### config.mk
export PLATFORM = sky130hd
export DESIGN_NAME = iob_pcie_chnl_host
export DESIGN_NICKNAME = d
export VERILOG_FILES = /design/src/rtl/iob_pcie_chnl_host.sv
export SDC_FILE = /design/constraint.sdc
export NUM_CORES = 1
export LEC_CHECK = 0
export BUFFER_PORTS_ARGS = -buffer_cell sky130_fd_sc_hd__buf_2
export CORE_AREA = 2 2 184 186
export CTS_BUF_LIST = sky130_fd_sc_hd__clkbuf_4 sky130_fd_sc_hd__clkbuf_8 sky130_fd_sc_hd__clkbuf_16
export CTS_CLUSTER_DIAMETER = 60
export DETAILED_ROUTE_END_ITERATION = 16
export DIE_AREA = 0 0 186 188
export SYNTH_ARGS = -nofsm -noshare
export SYNTH_HDL_FRONTEND = slang
export SYNTH_SLANG_ARGS = --single-unit
### constraint.sdc
create_clock -name clk -period 4.52 [get_ports clk]
set_input_delay 0.452 -clock clk [delete_from_list [all_inputs] [get_ports clk]]
set_output_delay 0.452 -clock clk [all_outputs]
set_load 0.01 [all_outputs]
### src/rtl/iob_pcie_chnl_host.sv
// Host-side PCIe channel endpoint: drives RX transactions from a stream
// and forwards TX transaction words to a sink.
module iob_pcie_chnl_host #(
    parameter int DATA_W           = 32,
    parameter int C_PCI_DATA_WIDTH = 64
) (
    input  logic                        clk,
    input  logic                        rst,
    input  logic                        rx_start,
    input  logic [DATA_W-1:0]           rx_len,
    output logic                        rx_busy,
    input  logic [C_PCI_DATA_WIDTH-1:0] src_data,
    input  logic                        src_valid,
    output logic                        src_ready,
    output logic                        PCIE_CHNL_RX,
    input  logic                        PCIE_CHNL_RX_ACK,
    output logic                        PCIE_CHNL_RX_LAST,
    output logic [DATA_W-1:0]           PCIE_CHNL_RX_LEN,
    output logic [DATA_W-2:0]           PCIE_CHNL_RX_OFF,
    output logic [C_PCI_DATA_WIDTH-1:0] PCIE_CHNL_RX_DATA,
    output logic                        PCIE_CHNL_RX_DATA_VALID,
    input  logic                        PCIE_CHNL_RX_DATA_REN,
    input  logic                        PCIE_CHNL_TX,
    output logic                        PCIE_CHNL_TX_ACK,
    input  logic                        PCIE_CHNL_TX_LAST,
    input  logic [DATA_W-1:0]           PCIE_CHNL_TX_LEN,
    input  logic [DATA_W-2:0]           PCIE_CHNL_TX_OFF,
    input  logic [C_PCI_DATA_WIDTH-1:0] PCIE_CHNL_TX_DATA,
    input  logic                        PCIE_CHNL_TX_DATA_VALID,
    output logic                        PCIE_CHNL_TX_DATA_REN,
    output logic [C_PCI_DATA_WIDTH-1:0] snk_data,
    output logic                        snk_valid,
    input  logic                        snk_ready,
    output logic [DATA_W-1:0]           tx_len_o,
    output logic                        tx_done,
    output logic                        tx_err
);

    localparam logic [DATA_W-1:0] ONE = 1;

    typedef enum logic [1:0] {R_IDLE, R_REQ, R_DATA} rx_state_t;
    typedef enum logic [1:0] {T_IDLE, T_DATA, T_DONE} tx_state_t;

    rx_state_t         rx_state, rx_state_n;
    logic [DATA_W-1:0] rx_len_q, rx_len_n;
    logic [DATA_W-1:0] rx_cnt, rx_cnt_n;

    tx_state_t         tx_state, tx_state_n;
    logic [DATA_W-1:0] tx_len_q, tx_len_n;
    logic [DATA_W-1:0] tx_cnt, tx_cnt_n;
    logic              tx_ack_q, tx_ack_n;
    logic              tx_done_q, tx_done_n;
    logic              tx_err_q, tx_err_n;

    logic rx_in_data, rx_xfer;
    logic tx_in_data, tx_xfer;
    logic unused_inputs;

    assign unused_inputs = ^{PCIE_CHNL_TX_LAST, PCIE_CHNL_TX_OFF};

    assign rx_in_data = (rx_state == R_DATA);
    assign rx_xfer    = rx_in_data & src_valid & PCIE_CHNL_RX_DATA_REN;
    assign tx_in_data = (tx_state == T_DATA);
    assign tx_xfer    = tx_in_data & PCIE_CHNL_TX_DATA_VALID & snk_ready;

    assign PCIE_CHNL_RX            = (rx_state != R_IDLE);
    assign rx_busy                 = (rx_state != R_IDLE);
    assign PCIE_CHNL_RX_LAST       = 1'b1;
    assign PCIE_CHNL_RX_OFF        = '0;
    assign PCIE_CHNL_RX_LEN        = rx_len_q;
    assign PCIE_CHNL_RX_DATA       = rx_in_data ? src_data : '0;
    assign PCIE_CHNL_RX_DATA_VALID = rx_in_data & src_valid;
    assign src_ready               = rx_in_data & PCIE_CHNL_RX_DATA_REN;

    assign PCIE_CHNL_TX_ACK      = tx_ack_q;
    assign PCIE_CHNL_TX_DATA_REN = tx_in_data & snk_ready;
    assign snk_valid             = tx_in_data & PCIE_CHNL_TX_DATA_VALID;
    assign snk_data              = tx_in_data ? PCIE_CHNL_TX_DATA : '0;
    assign tx_len_o              = tx_len_q;
    assign tx_done               = tx_done_q;
    assign tx_err                = tx_err_q;

    always_ff @(posedge clk or negedge rst) begin
        if (!rst) begin
            rx_state  <= R_IDLE;
            rx_len_q  <= '0;
            rx_cnt    <= '0;
            tx_state  <= T_IDLE;
            tx_len_q  <= '0;
            tx_cnt    <= '0;
            tx_ack_q  <= 1'b0;
            tx_done_q <= 1'b0;
            tx_err_q  <= 1'b0;
        end else begin
            rx_state  <= rx_state_n;
            rx_len_q  <= rx_len_n;
            rx_cnt    <= rx_cnt_n;
            tx_state  <= tx_state_n;
            tx_len_q  <= tx_len_n;
            tx_cnt    <= tx_cnt_n;
            tx_ack_q  <= tx_ack_n;
            tx_done_q <= tx_done_n;
            tx_err_q  <= tx_err_n;
        end
    end

    always_comb begin
        rx_state_n = rx_state;
        rx_len_n   = rx_len_q;
        rx_cnt_n   = rx_cnt;
        unique case (rx_state)
            R_IDLE: begin
                if (rx_start && rx_len != '0) begin
                    rx_len_n   = rx_len;
                    rx_cnt_n   = '0;
                    rx_state_n = R_REQ;
                end
            end
            R_REQ: begin
                if (PCIE_CHNL_RX_ACK) rx_state_n = R_DATA;
            end
            R_DATA: begin
                if (rx_xfer) begin
                    rx_cnt_n = rx_cnt + ONE;
                    if (rx_cnt == rx_len_q - ONE) rx_state_n = R_IDLE;
                end
            end
            default: rx_state_n = R_IDLE;
        endcase
    end

    always_comb begin
        tx_state_n = tx_state;
        tx_len_n   = tx_len_q;
        tx_cnt_n   = tx_cnt;
        tx_ack_n   = 1'b0;
        tx_done_n  = 1'b0;
        tx_err_n   = 1'b0;
        unique case (tx_state)
            T_IDLE: begin
                if (PCIE_CHNL_TX) begin
                    tx_len_n = PCIE_CHNL_TX_LEN;
                    tx_cnt_n = '0;
                    tx_ack_n = 1'b1;
                    if (PCIE_CHNL_TX_LEN == '0) begin
                        tx_state_n = T_DONE;
                        tx_done_n  = 1'b1;
                    end else begin
                        tx_state_n = T_DATA;
                    end
                end
            end
            T_DATA: begin
                // An aborted request wins over a word arriving the same cycle
                if (!PCIE_CHNL_TX) begin
                    tx_err_n   = 1'b1;
                    tx_state_n = T_IDLE;
                end else if (tx_xfer) begin
                    tx_cnt_n = tx_cnt + ONE;
                    if (tx_cnt == tx_len_q - ONE) begin
                        tx_state_n = T_DONE;
                        tx_done_n  = 1'b1;
                    end
                end
            end
            T_DONE: begin
                if (!PCIE_CHNL_TX) tx_state_n = T_IDLE;
            end
            default: tx_state_n = T_IDLE;
        endcase
    end

endmodule

==> impl_summary.md <==
Run status
The run finished with clean final reports.

STA
The setup TNS after final layout is 0 ns. The count of final max-slew check failures is 0. Static timing analysis puts the maximum clock frequency at 0.278 GHz. The worst clock skew is 0.00854 ns. The final cycle utilization of the critical path is 0.796. Setup repair after global routing left no endpoint under its margin. Setup violations remaining at the end of the flow were counted as 0.

The normalized max-slew margin is 0.379. At the pin with the least slew margin, the transition time is 0.929 ns. The routed design could run at a clock period as short as 3.60 ns. The final-report hold violation count is 0. On the final layout, the worst hold slack is 0.0717 ns.

Synthesis
For this run, asynchronously set or reset flops after synthesis account for 1.00. Summed over all instances, the cell type with the most area after synthesis is dfrtp_1. The synthesis-stage register bit count is 135. After synthesis the cells add up to 9470 sq um. The share of synthesized area in the top cell type comes to 0.357. The synthesized design contains 0 enable-type register cells. The number of different library cells used by synthesis comes to 71. The share of the Yosys chip area taken by registers is 0.357.

Among all flip-flop cells after synthesis, the most frequent one is dfrtp_1. The average instance in the mapped netlist occupies 8.91 sq um. Yosys printed 0 warnings. The post-synthesis cell count is 1062. Sorting the synthesized cells by area gives the leading types as dfrtp_1, and2_1, mux2_2.

Clock network
The clock edge transition at the registers on the reported setup and hold paths is 0.06 ns. Clock tree synthesis selected as its root buffer the cell clkbuf_16. The clock tree synthesis step divided the H-tree into 4 levels. The clock passes through at most 2 buffers. The clock latency at the later pin of the worst-skew pair is 0.44 ns. Buffers added to address setup during post-CTS repair amount to 0.

The number of clock buffers added by TritonCTS is 17. After clock tree synthesis, the flow added hold-fix buffers numbering 0. The total number of clock tree sinks is 135. Post-CTS repair changed the size of 0 cells. TritonCTS built the clock tree.

Floorplanning
The number of primary I/O pins is 466. The starting density of the core is 0.286. Row generation in the floorplan step produced 67 rows.

The width of the chip is 186 um. The floorplan step defined a die boundary enclosing 35000 sq um. The floorplan step set the die height to 188 um.

The standard cell core area is 33100 sq um.

Cells and area
The library cells used most frequently in the layout, excluding fill and tap cells, are buf_2, and2_1, dfrtp_1. Of the cells placed in the final design, the portion with a size suffix greater than 1 is 0.368. The cell area after layout is 12400 sq um. Leaving out fill and tap cells, the most frequent cell in the layout is buf_2. The area growth from synthesis to layout is 31.1%.

Counting the fill cells in the layout gives 3433. After the last flow step, the layout net total stands at 1674.

Placed design
Input and output buffers added on the ports amount to 401. The routability-driven placement congestion ratio is 0.917. The total cell area at the placement stage is 11800 sq um. The post-detailed-placement half-perimeter wirelength is 32.4 mm.

Detailed routing
The routed design has 38.6 mm of wire. The antenna violation net count after detailed routing is 0. The residual DRC count is 0.

After the first detailed-routing iteration, the DRC count stood at 403. The first detailed-routing pass ran for 4 iterations. After detailed routing, the number of vias per cell comes to 4.89. The via count is 9292. In the final routed layout, each cell accounts on average for 20.3 um.

Pwr
The leakage power total is 0.00574 uW. Overall power consumption after layout is estimated at 5320 uW. IR analysis of the VDD net gives a maximum drop of 283 uV. The total power per unit cell area is 429 nW/um^2.

Setup path
STA puts the critical path data arrival time at 3.97 ns. STA classifies the critical path endpoint as a register. The worst setup path is launched from a register.

STA puts the critical path data required time at 4.89 ns. The classification of the worst setup path is register to register. The highest fanout seen on the critical path is 11.

The worst reg-to-reg path cell count is 8.

Global routing
The number of global-route vias before repair is 9170. The number of antenna violations at the first check in global routing is 7. Global routing finished with a remaining overflow of 0.

Across every metal layer, demand over resource in global routing totals 0.218. Entering global routing, the biggest net connects 91 pins. The first global-routing pass estimated 55.6 mm of wire.

Worst hold path
The type of the worst min-delay path is primary input to async pin.

Job
The max-cap violation count is 0.
## stage by stage
step | instances | setup slack, ns | util
after detailed placement | 1866 | 0.985 | 0.356
after CTS | 1898 | 0.957 | 0.374
after global routing | 1901 | 0.610 | 0.375
final | 1901 | 0.924 | 0.375
after floorplan | 1092 | 1.33 | -
after global placement | 1866 | 1.01 | 0.356
## layer usage
metal	vias up	global-route usage	wire length, um
li1	4403	-	-
met1	4445	0.206	13400
met2	377	0.412	20500
met3	67	0.0487	2270
met4	0	0.151	2430
met5	-	0	0
## critical path: stages, from the launching register on
cell	delay (ns)
dfrtp_1	0.48
nor4_1	0.66
nand4_1	0.45
nor3b_1	0.41
mux2_2	0.37
nor4_1	0.24
nand4_1	0.19
or4_1	0.54
a21oi_1	0.18
## final timing paths
| check | start | slack [ns] | endpoint |
|---|---|---|---|
| worst max-delay path | tx_len_o[8]$_DFFE_PN0P_ | 0.92 | tx_done$_DFF_PN0_ |
| worst min-delay path | rst | 0.07 | PCIE_CHNL_RX_LEN[9]$_DFFE_PN0P_ |
| worst max register to register | tx_len_o[8]$_DFFE_PN0P_ | 0.92 | tx_done$_DFF_PN0_ |
| worst min register to register | rx_cnt[0]$_DFFE_PN0P_ | 0.56 | rx_cnt[0]$_DFFE_PN0P_ |
| max in group asynchronous | rst | 3.46 | rx_cnt[6]$_DFFE_PN0P_ |
| min in group clk | PCIE_CHNL_TX_LEN[1] | 0.25 | tx_len_o[1]$_DFFE_PN0P_ |
## power by group
part	internal [uW]	switching [uW]	leakage (uW)
combinational	911	1110	0.00370
sequential	1410	437	0.00174
clock	907	541	0.000298
total	3230	2080	0.00574
## Yosys cell counts, types with 11 or more instances
| cell | n |
|---|---|
| and2_1 | 136 |
| dfrtp_1 | 135 |
| nor2_1 | 95 |
| xnor2_1 | 71 |
| mux2_2 | 63 |
| nand2_1 | 59 |
| xor2_1 | 57 |
| nand3_1 | 36 |
| clkbuf_1 | 35 |
| nor4_1 | 35 |
| buf_4 | 33 |
| o21ai_0 | 27 |
| nand4_1 | 25 |
| a21oi_1 | 24 |
| nor3_1 | 24 |
| inv_1 | 23 |
| or3_1 | 19 |
| and3_1 | 15 |
| or4_1 | 12 |
| buf_1 | 11 |
## final cells by class
cell class,count,area [sq um],share of cell area
diodes,3,7.51,0.000605
clock buffers,23,477,0.0384
clock inverters,9,125,0.0101
inverters,23,86.3,0.00696
multi-input cells,851,5700,0.459
flip-flops and latches,135,3380,0.272
well taps,448,561,0.0452
repair buffers,409,2070,0.167
## state kept, by name, indices dropped and copies added (netlist names)
signal	flops
tx_len_o	32
tx_err	1
tx_cnt	32
tx_done	1
rx_cnt	32
tx_state	2
PCIE_CHNL_TX_ACK	1
rx_state	2
PCIE_CHNL_RX_LEN	32
## kinds of logic after synthesis
kind of cell	synth area share
buffers and inverters	0.0563
and+or+nand+nor	0.307
other	0.000793
DFF	0.357
xor gates and xnor gates	0.118
adders and majority gates	0.00529
AOI/OAI and AO/OA	0.0699
muxes	0.0858
Note: power is estimated with default switching activity, not from simulation.
